[src/rtl/types_pkg.sv]
// Shared types and constants for the register-rename stage of the RV32I
// out-of-order core.
//   decode_data : packet arriving from decode
//   rename_data : decode packet plus physical source/destination tags
//   is_alloc()  : whether an op claims a new physical destination register
package types_pkg;

  localparam int NUM_ARCH = 32;
  localparam int NUM_PHYS = 128;
  localparam int PREG_W   = $clog2(NUM_PHYS);
  localparam int AREG_W   = $clog2(NUM_ARCH);
  localparam int FL_DEPTH = NUM_PHYS - NUM_ARCH;

  localparam logic [6:0] OP     = 7'b0110011;
  localparam logic [6:0] OP_IMM = 7'b0010011;
  localparam logic [6:0] LOAD   = 7'b0000011;
  localparam logic [6:0] STORE  = 7'b0100011;
  localparam logic [6:0] BRANCH = 7'b1100011;

  typedef logic [PREG_W-1:0] preg_t;
  typedef logic [AREG_W-1:0] areg_t;

  typedef struct packed {
    logic [31:0] pc;
    logic [6:0]  opcode;
    areg_t       rs1;
    areg_t       rs2;
    areg_t       rd;
    logic [31:0] imm;
    logic [2:0]  alu_op;
    logic [1:0]  fu;
  } decode_data;

  typedef struct packed {
    decode_data dec;
    preg_t      ps1;
    preg_t      ps2;
    preg_t      pd_new;
    preg_t      pd_old;
  } rename_data;

  // STORE and BRANCH reuse the rd field for immediate bits; x0 is never renamed.
  function automatic logic is_alloc(input decode_data d);
    return (d.rd != '0) && (d.opcode != STORE) && (d.opcode != BRANCH);
  endfunction

endpackage

[src/rtl/free_list.sv]
// Circular FIFO of free physical registers, preloaded at reset with
// p32..p127 in ascending order (head = p32).
//   push / push_preg : ROB returns a register (p0 and pushes while full are dropped)
//   pop  / pop_preg  : rename claims the head entry (pop_preg is valid when !empty)
//   empty / full     : occupancy flags
// With RENAME_CHECKPOINT_EN defined, extra ports expose head/count for a
// snapshot and accept a restore of head (count is re-derived from the tail).
module free_list
  import types_pkg::*;
(
  input  logic  clk,
  input  logic  reset,
  input  logic  push,
  input  preg_t push_preg,
  input  logic  pop,
  output preg_t pop_preg,
  output logic  empty,
  output logic  full
`ifdef RENAME_CHECKPOINT_EN
  ,
  input  logic                         restore,
  input  logic [$clog2(FL_DEPTH)-1:0]  restore_head,
  input  logic [$clog2(FL_DEPTH+1)-1:0] restore_count,
  output logic [$clog2(FL_DEPTH)-1:0]  head_idx,
  output logic [$clog2(FL_DEPTH+1)-1:0] count_out
`endif
);

  localparam int IDX_W = $clog2(FL_DEPTH);
  localparam int CNT_W = $clog2(FL_DEPTH + 1);

  typedef logic [IDX_W-1:0] idx_t;
  typedef logic [CNT_W-1:0] cnt_t;

  preg_t mem [FL_DEPTH];
  idx_t  head;
  idx_t  tail;
  cnt_t  count;

  logic push_ok;
  logic pop_ok;
  idx_t tail_nxt;

  function automatic idx_t wrap_inc(input idx_t i);
    return (i == idx_t'(FL_DEPTH - 1)) ? '0 : i + idx_t'(1);
  endfunction

  assign empty    = (count == '0);
  assign full     = (count == cnt_t'(FL_DEPTH));
  assign pop_preg = mem[head];
  assign push_ok  = push && (push_preg != '0) && !full;
  assign pop_ok   = pop && !empty;
  assign tail_nxt = push_ok ? wrap_inc(tail) : tail;

`ifdef RENAME_CHECKPOINT_EN
  // Entries between the restored head and the (post-push) tail are free.
  // head == tail is ambiguous; the snapshot count is nonzero whenever the
  // list was not empty at the branch, and only pushes happen afterwards.
  logic [IDX_W:0] diff;
  cnt_t           restored_count;

  always_comb begin
    diff = {1'b0, tail_nxt} + (IDX_W+1)'(FL_DEPTH) - {1'b0, restore_head};
    if (diff >= (IDX_W+1)'(FL_DEPTH)) diff = diff - (IDX_W+1)'(FL_DEPTH);
    if (diff == '0 && restore_count != '0) restored_count = cnt_t'(FL_DEPTH);
    else                                   restored_count = cnt_t'(diff);
  end

  assign head_idx  = head;
  assign count_out = count;
`endif

  // NOTE: the storage is reset on purpose -- the preload is the initial free
  // set, not a don't-care. Sequential state uses <= so every flop samples
  // pre-edge values regardless of statement order.
  always_ff @(posedge clk or negedge reset) begin
    if (!reset) begin
      for (int i = 0; i < FL_DEPTH; i++) mem[i] <= preg_t'(NUM_ARCH + i);
      head  <= '0;
      tail  <= '0;
      count <= cnt_t'(FL_DEPTH);
    end else begin
      if (push_ok) mem[tail] <= push_preg;
      tail <= tail_nxt;
`ifdef RENAME_CHECKPOINT_EN
      if (restore) begin
        head  <= restore_head;
        count <= restored_count;
      end else
`endif
      begin
        if (pop_ok) head <= wrap_inc(head);
        count <= count + cnt_t'(push_ok) - cnt_t'(pop_ok);
      end
    end
  end

endmodule

[src/rtl/rename.sv]
// Register-rename stage between decode and dispatch/ROB.
//   valid_in/data_in/ready_in      : decode handshake (rename accepts on valid_in && ready_in)
//   data_out/valid_out/ready_out   : registered rename packet to dispatch, 1-cycle latency
//   write_en/rob_data_in           : ROB returns a retired physical register to the free list
//   mispredict                     : flush; clears the output register, blocks acceptance
// Optional RENAME_CHECKPOINT_EN: single map/free-list checkpoint taken on each
// accepted BRANCH and restored on mispredict. Without it, mispredict only
// flushes the output register.
module rename
  import types_pkg::*;
(
  input  logic       clk,
  input  logic       reset,
  input  logic       valid_in,
  input  decode_data data_in,
  output logic       ready_in,
  input  logic       write_en,
  input  preg_t      rob_data_in,
  input  logic       mispredict,
  output rename_data data_out,
  output logic       valid_out,
  input  logic       ready_out
);

  preg_t      map_q [NUM_ARCH];
  rename_data pkt;
  logic       alloc;
  logic       fire;
  logic       fl_empty;
  logic       fl_full;
  preg_t      fl_head;

`ifdef RENAME_CHECKPOINT_EN
  preg_t                         snap_map [NUM_ARCH];
  logic [$clog2(FL_DEPTH)-1:0]   snap_head;
  logic [$clog2(FL_DEPTH+1)-1:0] snap_count;
  logic [$clog2(FL_DEPTH)-1:0]   fl_head_idx;
  logic [$clog2(FL_DEPTH+1)-1:0] fl_count;
`endif

  assign alloc    = is_alloc(data_in);
  assign ready_in = (!valid_out || ready_out) && !(alloc && fl_empty) && !mispredict;
  assign fire     = valid_in && ready_in;

  free_list u_free_list (
    .clk       (clk),
    .reset     (reset),
    .push      (write_en),
    .push_preg (rob_data_in),
    .pop       (fire && alloc),
    .pop_preg  (fl_head),
    .empty     (fl_empty),
    .full      (fl_full)
`ifdef RENAME_CHECKPOINT_EN
    ,
    .restore       (mispredict),
    .restore_head  (snap_head),
    .restore_count (snap_count),
    .head_idx      (fl_head_idx),
    .count_out     (fl_count)
`endif
  );

  // Sources read the map before this op's own rd update lands, so
  // "add x5,x5,.." sees the previous x5 mapping.
  // NOTE: every field gets a value before any branch so no latch is inferred.
  always_comb begin
    pkt        = '0;
    pkt.dec    = data_in;
    pkt.ps1    = map_q[data_in.rs1];
    pkt.ps2    = map_q[data_in.rs2];
    if (alloc) begin
      pkt.pd_new = fl_head;
      pkt.pd_old = map_q[data_in.rd];
    end
  end

  always_ff @(posedge clk or negedge reset) begin
    if (!reset) begin
      for (int i = 0; i < NUM_ARCH; i++) map_q[i] <= preg_t'(i);
    end else begin
`ifdef RENAME_CHECKPOINT_EN
      if (mispredict) begin
        for (int i = 0; i < NUM_ARCH; i++) map_q[i] <= snap_map[i];
      end else
`endif
      if (fire && alloc) map_q[data_in.rd] <= fl_head;
    end
  end

`ifdef RENAME_CHECKPOINT_EN
  // A branch never allocates, so the current map is exactly the state to
  // resume from after it.
  always_ff @(posedge clk or negedge reset) begin
    if (!reset) begin
      for (int i = 0; i < NUM_ARCH; i++) snap_map[i] <= preg_t'(i);
      snap_head  <= '0;
      snap_count <= ($clog2(FL_DEPTH+1))'(FL_DEPTH);
    end else if (fire && data_in.opcode == BRANCH) begin
      for (int i = 0; i < NUM_ARCH; i++) snap_map[i] <= map_q[i];
      snap_head  <= fl_head_idx;
      snap_count <= fl_count;
    end
  end
`endif

  // Output register: load on fire, hold while stalled, release after a
  // consumed beat with no replacement.
  always_ff @(posedge clk or negedge reset) begin
    if (!reset) begin
      valid_out <= 1'b0;
      data_out  <= '0;
    end else if (mispredict) begin
      valid_out <= 1'b0;
    end else if (fire) begin
      valid_out <= 1'b1;
      data_out  <= pkt;
    end else if (ready_out) begin
      valid_out <= 1'b0;
    end
  end

endmodule

[config.mk]
export PLATFORM = sky130hd
export DESIGN_NAME = rename
export DESIGN_NICKNAME = d
export VERILOG_FILES = /design/src/rtl/types_pkg.sv /design/src/rtl/free_list.sv /design/src/rtl/rename.sv
export SDC_FILE = /design/constraint.sdc
export NUM_CORES = 2
export LEC_CHECK = 0
export BUFFER_PORTS_ARGS = -buffer_cell sky130_fd_sc_hd__buf_2
export CORE_MARGIN = 3
export CORE_UTILIZATION = 56
export DETAILED_ROUTE_END_ITERATION = 7
export GPL_ROUTABILITY_DRIVEN = 0
export PLACE_DENSITY = 0.76
export SLEW_MARGIN = 20
export SYNTH_ARGS = -nofsm -noshare
export SYNTH_HDL_FRONTEND = slang
export SYNTH_SLANG_ARGS = --single-unit
[constraint.sdc]
create_clock -name clk -period 3.2 [get_ports clk]
set_input_delay 0.64 -clock clk [delete_from_list [all_inputs] [get_ports clk]]
set_output_delay 0.64 -clock clk [all_outputs]
set_load 0.01 [all_outputs]
== Yosys cells after proc, flatten, opt, wreduce, memory -nomap -nowiden ==
Cells that the tools add are included.
Word-level totals
  input bits: 104
  bits in registers: 1037
  logic and storage cells: 213
Cells by class
  add/sub/neg operators: 4
  order comparisons: 7
  reduce and logical (&&, ||, !) cells: 23
  bitwise gates (word level): 6
  eq/ne operators: 5
  mux-type cells: 24
Operators by type and width (number)
  $bwmux W672: 1
  $bwmux W224: 1
  $bmux W7 S5: 3
  $mux W7: 12
  $bmux W7 S7: 1
  $demux W7 S7: 1
  $demux W7 S5: 1
  $eq A7 B7 Y1 const B: 3
  $ge A6 B6 Y1 const B: 3
  $not A5 Y6: 3
  $ge A8 B8 Y1 const B: 2
  $not A7 Y8: 2
  $add A7 B1 Y7 const B: 2
  $mux W14: 1
  $logic_and A1 B1 Y1: 12
  $lt A8 B1 Y1 const B: 1
  $add A7 B1 Y7: 1
  $logic_not A7 Y1: 1
  $ne A7 B6 Y1 const B: 1
  $ne A7 B7 Y1 const B: 1
  $reduce_bool A7 Y1: 1
  $sub A7 B1 Y7: 1
  $lt A6 B1 Y1 const B: 1
  $logic_not A1 Y1: 5
  other kinds (6): 8

== Longest topological paths before layout ==
  word-level depth: 11
  depth in mapped cells: 18
  mapped depth without buffers: 16

== By module ==
From an unflattened synthesis, not the netlist that was laid out.
Second synthesis, totals
  cell total of the unflattened synthesis: 3456
  area, all modules: 51032.7 um^2
By module, submodules not included
  free_list: sequential area each 17804.6 um^2, instances 1, area each 32448.6 um^2, cells each 2093
  rename: sequential area each 8708.4 um^2, instances 1, area each 18584.1 um^2, cells each 1363

== Worst setup path before layout ==
OpenSTA, ideal clock, no wires.
  path kind: input-to-reg
  start point: input data_in[37] (netlist bit)
  end point: register u_free_list.count[6]
  buffers on the path: 3
  required time: 3.125 ns
  slack: -0.497 ns
  stages on the path: 17
  library setup time: 0.075 ns
  arrival time: 3.622 ns
  cells stage by stage: buf_2 > nor2_1 > a32oi_1 > nand4b_1 > clkinv_1 > clkbuf_1 > clkbuf_1 > ha_1 > inv_1 > ha_1 > fa_1 > a21oi_1 > nor2_1 > o21ai_0 > a21oi_1 > nor2_1 > xnor2_1
On the way
  word-level cells in the longest chain between the ends: 11
RTL lines
  from (decl): RTL line rename.sv:15  | input decode_data data_in,
  $reduce_bool A5 Y1 (*): RTL line types_pkg.sv:44  | return (d.rd != '0) && (d.opcode != STORE) && (d.opcode != BRANCH);
  $logic_and A1 B1 Y1 (*) (2 in a row): RTL line types_pkg.sv:44
  $logic_and A1 B1 Y1: RTL line rename.sv:42  | assign ready_in = (!valid_out || ready_out) && !(alloc && fl_empty) && !mispredict;
  $logic_not A1 Y1: RTL line rename.sv:42
  $logic_and A1 B1 Y1 (2 in a row): RTL line rename.sv:42
  $logic_and A1 B1 Y1: RTL line rename.sv:43  | assign fire = valid_in && ready_in;
  $logic_and A1 B1 Y1 (*): RTL line rename.sv:50  | .pop (fire && alloc),
  $logic_and A1 B1 Y1 (*): RTL line free_list.sv:52  | assign pop_ok = pop && !empty;
  named net u_free_list.pop_ok: RTL line free_list.sv:41  | logic pop_ok;
  $sub A7 B1 Y7 (*): RTL line free_list.sv:93  | count <= count + cnt_t'(push_ok) - cnt_t'(pop_ok);
  to (signal assigned): RTL line free_list.sv:81  | count <= cnt_t'(FL_DEPTH);
  to (signal assigned): RTL line free_list.sv:93
  to (decl): RTL line free_list.sv:38  | cnt_t count;
The timed path passes the listed nets; every way through them passes the cells marked *.
A chain may end at the register's enable or synchronous reset.

== Worst setup path after layout ==
  start point: register u_free_list.head[1]
  end point: register map_q[209] (netlist bit)
On the way
  word-level cells in the longest chain between the ends: 5
RTL lines
  from (decl): RTL line free_list.sv:36  | idx_t head;
  from (signal assigned): RTL line free_list.sv:92  | if (pop_ok) head <= wrap_inc(head);
  $not A7 Y8 (implied by the code): RTL line free_list.sv:50  | assign pop_preg = mem[head];
  $bmux W7 S7: RTL line free_list.sv:50
  $mux W7 (implied by the code) (2 in a row): RTL line free_list.sv:50
  $bwmux W224: RTL line rename.sv:87  | if (fire && alloc) map_q[data_in.rd] <= fl_head;
  to (signal, indexed assignment): RTL line rename.sv:87
  to (decl): RTL line rename.sv:25  | preg_t map_q [NUM_ARCH];
No other way between the ends. The select of a mux whose other input is x is not followed.

==> summary.txt <==
Clock tree
  – CTS tree: done
  – Clk Latency, worst-skew pair: 0.70 ns
  – # clock sinks: 1037
  – Postcts setup bufs: 0
  – H-tree levels: 3
  – Root buf cell: clkbuf_16
  – Cts bufs inserted: 108
  – Reg clk slew, reported paths: roughly 0.060 ns
  – CTS Buffer Depth: 3

STA
  – Final period utilization: 0.987
  – RSZ-0062 raised after global routing: no
  – # setup viols final: 0
  – Headroom to the max-slew limit: 0.256
  – Clock Skews: 0.0217 ns
  – Final Critical Period: 3.16 ns
  – Slack of the critical path: 0.0418 ns
  – Max frequency: 317 MHz
  – Slew Limit Fails: 0
  – Final hold viol count: 0
  – Worst slew pin tran: 1.12 ns

Logic synthesis
  – Mapped Avg Cell Area: 14.3 um2
  – Cell area after synthesis: 50700 um2
  – Netlist cell types: 70
  – Synth async-reset ratio: 1.00
  – Post-synth top flop: dfrtp_1
  – FF+latch count, synth: 1037
  – Synth Warn #: 0
  – Gate Count Post-Synth: 3549
  – Synthesized Nets: 3666
  – Post-synth EDFFs: 0
  – Sequential share of the synthesized area: 0.523

Global route
  – Initial antenna violation count: 3
  – Vias in the first global route: 34100
  – Met3 Resource Use GR: 0.0550
  – First-pass GRT wire length: 212000 um
  – GR Layer Usage met1: 0.392
  – GR peak layer: met2
  – Met2 Usage GRT: 0.474
  – Overall Global Routing Usage: 0.293
  – Largest net degree at the start of global routing: 101
  – GR Overflow Total: 0

Floorplanning
  – Die span in x: 307 um
  – Row cnt: between 100 and 150
  – Die ar.: 94200 um2
  – DIE HEIGHT: 307 um
  – Ports: 225
  – Initial core utilization: 0.570
  – Core region area: 89100 um2

Route
  – Number of remaining DRC errors: 0
  – Pre-antenna DRT Iters: 6
  – WL per Instance: about 27 um
  – Vias: between 30000 and 40000
  – ANT nets after route: 0
  – DR vias/cell: roughly 6.4
  – Initial DRC count: 2974
  – WL final: 136000 um

Critical path
  – Worst path max stage delay: 0.78 ns
  – Crit Path Class: reg -> reg
  – Slowest CP cell: or4_4
  – Worst reg-to-reg path cell count: 8
  – Terminus of the critical flop-to-flop path: map_q[209]
  – R2R Setup Slk: 0.04 ns
  – R2r startpoint: u_free_list.head[1]
  – Crit Path Max Fanout: 32
  – Crit path DAT: 3.73 ns
  – CP endpoint kind: flop
  – CP cell instances: buf_12 > buf_4 > mux2i_1 > a22oi_1 > nand3_1 > a41oi_1 > or4_4 > mux2_2
  – CP required: between 3 and 4 ns
  – Startpoint types: flop

Pwr
  – P_int: 31.7 mW
  – Power density cells: 807 nW/um2
  – Sw frac: 0.326
  – Leakage: 26.1 nW
  – Reg power frac: 0.415
  – Sw power: 15.3 mW
  – Comb pwr share: 0.316
  – Clock power frac: 0.269
  – Max IR drop VDD: around 760 uV
  – Power Total: ~47 mW

Final layout
  – Fraction of layout cells with a size suffix above 1: 0.586
  – Synthesis-to-finish area growth: 14.9%
  – Most frequent cells in the layout: mux2_2 (856), dfrtp_1 (584), dfstp_2 (450)
  – Layout Nets: 3976
  – Leading cell type in the layout, fill and taps excluded: mux2_2

Outcome
  – Run status: finished clean

Placed design
  – DP HPWL: 91900 um
  – Number of I/O port buffers: 224
  – Post-Place Setup Slack: -0.0276 ns

Min path
  – Worst Min Path Start: data_in[72]
  – Hold/Removal Path Class: in -> reg
  – Hold path depth: 3
  – Hold Path Sink: data_out[100]

Job
  – MaxCap Viol Count: 0
[per-stage QoR]
| stage | TNS (ns) | util | hold WS [ns] | instance area, um2 | cells |
|---|---|---|---|---|---|
| final | 0 | 0.654 | 0.132 | 58300 | 5121 |
| after global routing | 0 | 0.654 | 0.118 | 58300 | 5121 |
| after CTS | 0 | 0.654 | 0.0968 | 58300 | 5120 |
| after detailed placement | -0.136 | 0.614 | 0.403 | 54600 | 4913 |
| after global placement | -205.67 | 0.614 | 0.400 | 54600 | 4913 |
| after floorplan | -0.0210 | - | 0.344 | 50800 | 3549 |
[cell usage after synthesis, types with 9 or more instances]
library cell,count,area [um2]
nand2_1,445,1670
buf_4,14,105
a221oi_1,14,123
nand2b_1,9,56.3
and3_1,12,75.1
buf_1,22,82.6
a22o_1,17,149
nand3_1,60,300
dfstp_2,450,11800
mux2_4,11,165
clkbuf_1,184,691
buf_6,10,113
nor2_1,64,240
mux4_1,10,263
ha_1,12,150
mux2_2,856,9640
inv_1,9,33.8
mux2i_1,111,1110
o21ai_0,45,225
a21oi_1,37,185
nor3b_1,11,82.6
o22ai_1,9,56.3
nor3_1,19,95.1
a22oi_1,62,465
dfrtp_1,587,14700
buf_2,39,195
nor2b_1,18,113
mux4_2,309,6960
[cell type report]
class / count / area (um2)
multi-input combinational: 2228 / 23100
inverter: 12 / 46.3
antenna: 1 / 2.50
clock inverter: 41 / 438
sequential: 1037 / 26500
clock buffer: 165 / 3180
timing repair buffer: 472 / 3570
tap: 1165 / 1460
fill: 6405 / 30800
[flip-flops by register name, summed over array words and instances (netlist names)]
signal	count
u_free_list.head	7
u_free_list.mem	672
u_free_list.count	7
valid_out	1
u_free_list.tail	7
map_q	224
data_out	119
[critical path, delay by kind of cell (launching register included)]
family,cells,cell delay (ns)
compound gates,2,0.34
buf+inv,2,0.43
flops,1,0.66
mux,2,0.61
simple gates,2,0.91
[layer usage]
layer / routed length [um] / share of wire
met5: 42 / 0.00031
met4: 6870 / 0.050
met3: 9860 / 0.072
met2: 65300 / 0.48
met1: 54200 / 0.40
[power by group through the flow]
stage	clock network (mW)	logic, mW	registers [mW]
after floorplan	0	9.85	18.8
after global placement	0	14.4	19.3
after global routing	13.4	15.8	19.9
after CTS	12.9	14.8	19.4
after detailed placement	0	14.7	19.6
final	12.6	14.9	19.5
[how the worst max path moves through the flow]
stage,slack (ns),startpoint,endpoint,cells after the start
2_1_floorplan,-0.02,data_in[55],u_free_list.count[6],16
3_3_place_gp,-0.48,rob_data_in[1],u_free_list.mem[592],10
3_5_place_dp,-0.03,rob_data_in[1],u_free_list.mem[590],10
4_1_cts,0.06,u_free_list.head[0],map_q[193],7
5_1_grt,0.008,u_free_list.count[2],u_free_list.count[6],16
6_report,0.04,u_free_list.head[1],map_q[209],8
[repair_timing]
action                     in CTS  in global routing
resized for setup               0                  2
hold endpoints to repair       31                  0
setup endpoints to repair       0                 55
hold buffers                    1                  0
[kinds of logic after synthesis]
group / after synthesis / share of synthesized area
muxes: 1297 / 0.357
DFF: 1037 / 0.523
and+or+nand+nor: 678 / 0.0582
buffers and inverters: 284 / 0.0255
AOI/OAI and AO/OA: 229 / 0.0310
adders and majority gates: 13 / 0.00335
xor gates and xnor gates: 11 / 0.00190
No activity file was read; power rests on OpenSTA's default activity.
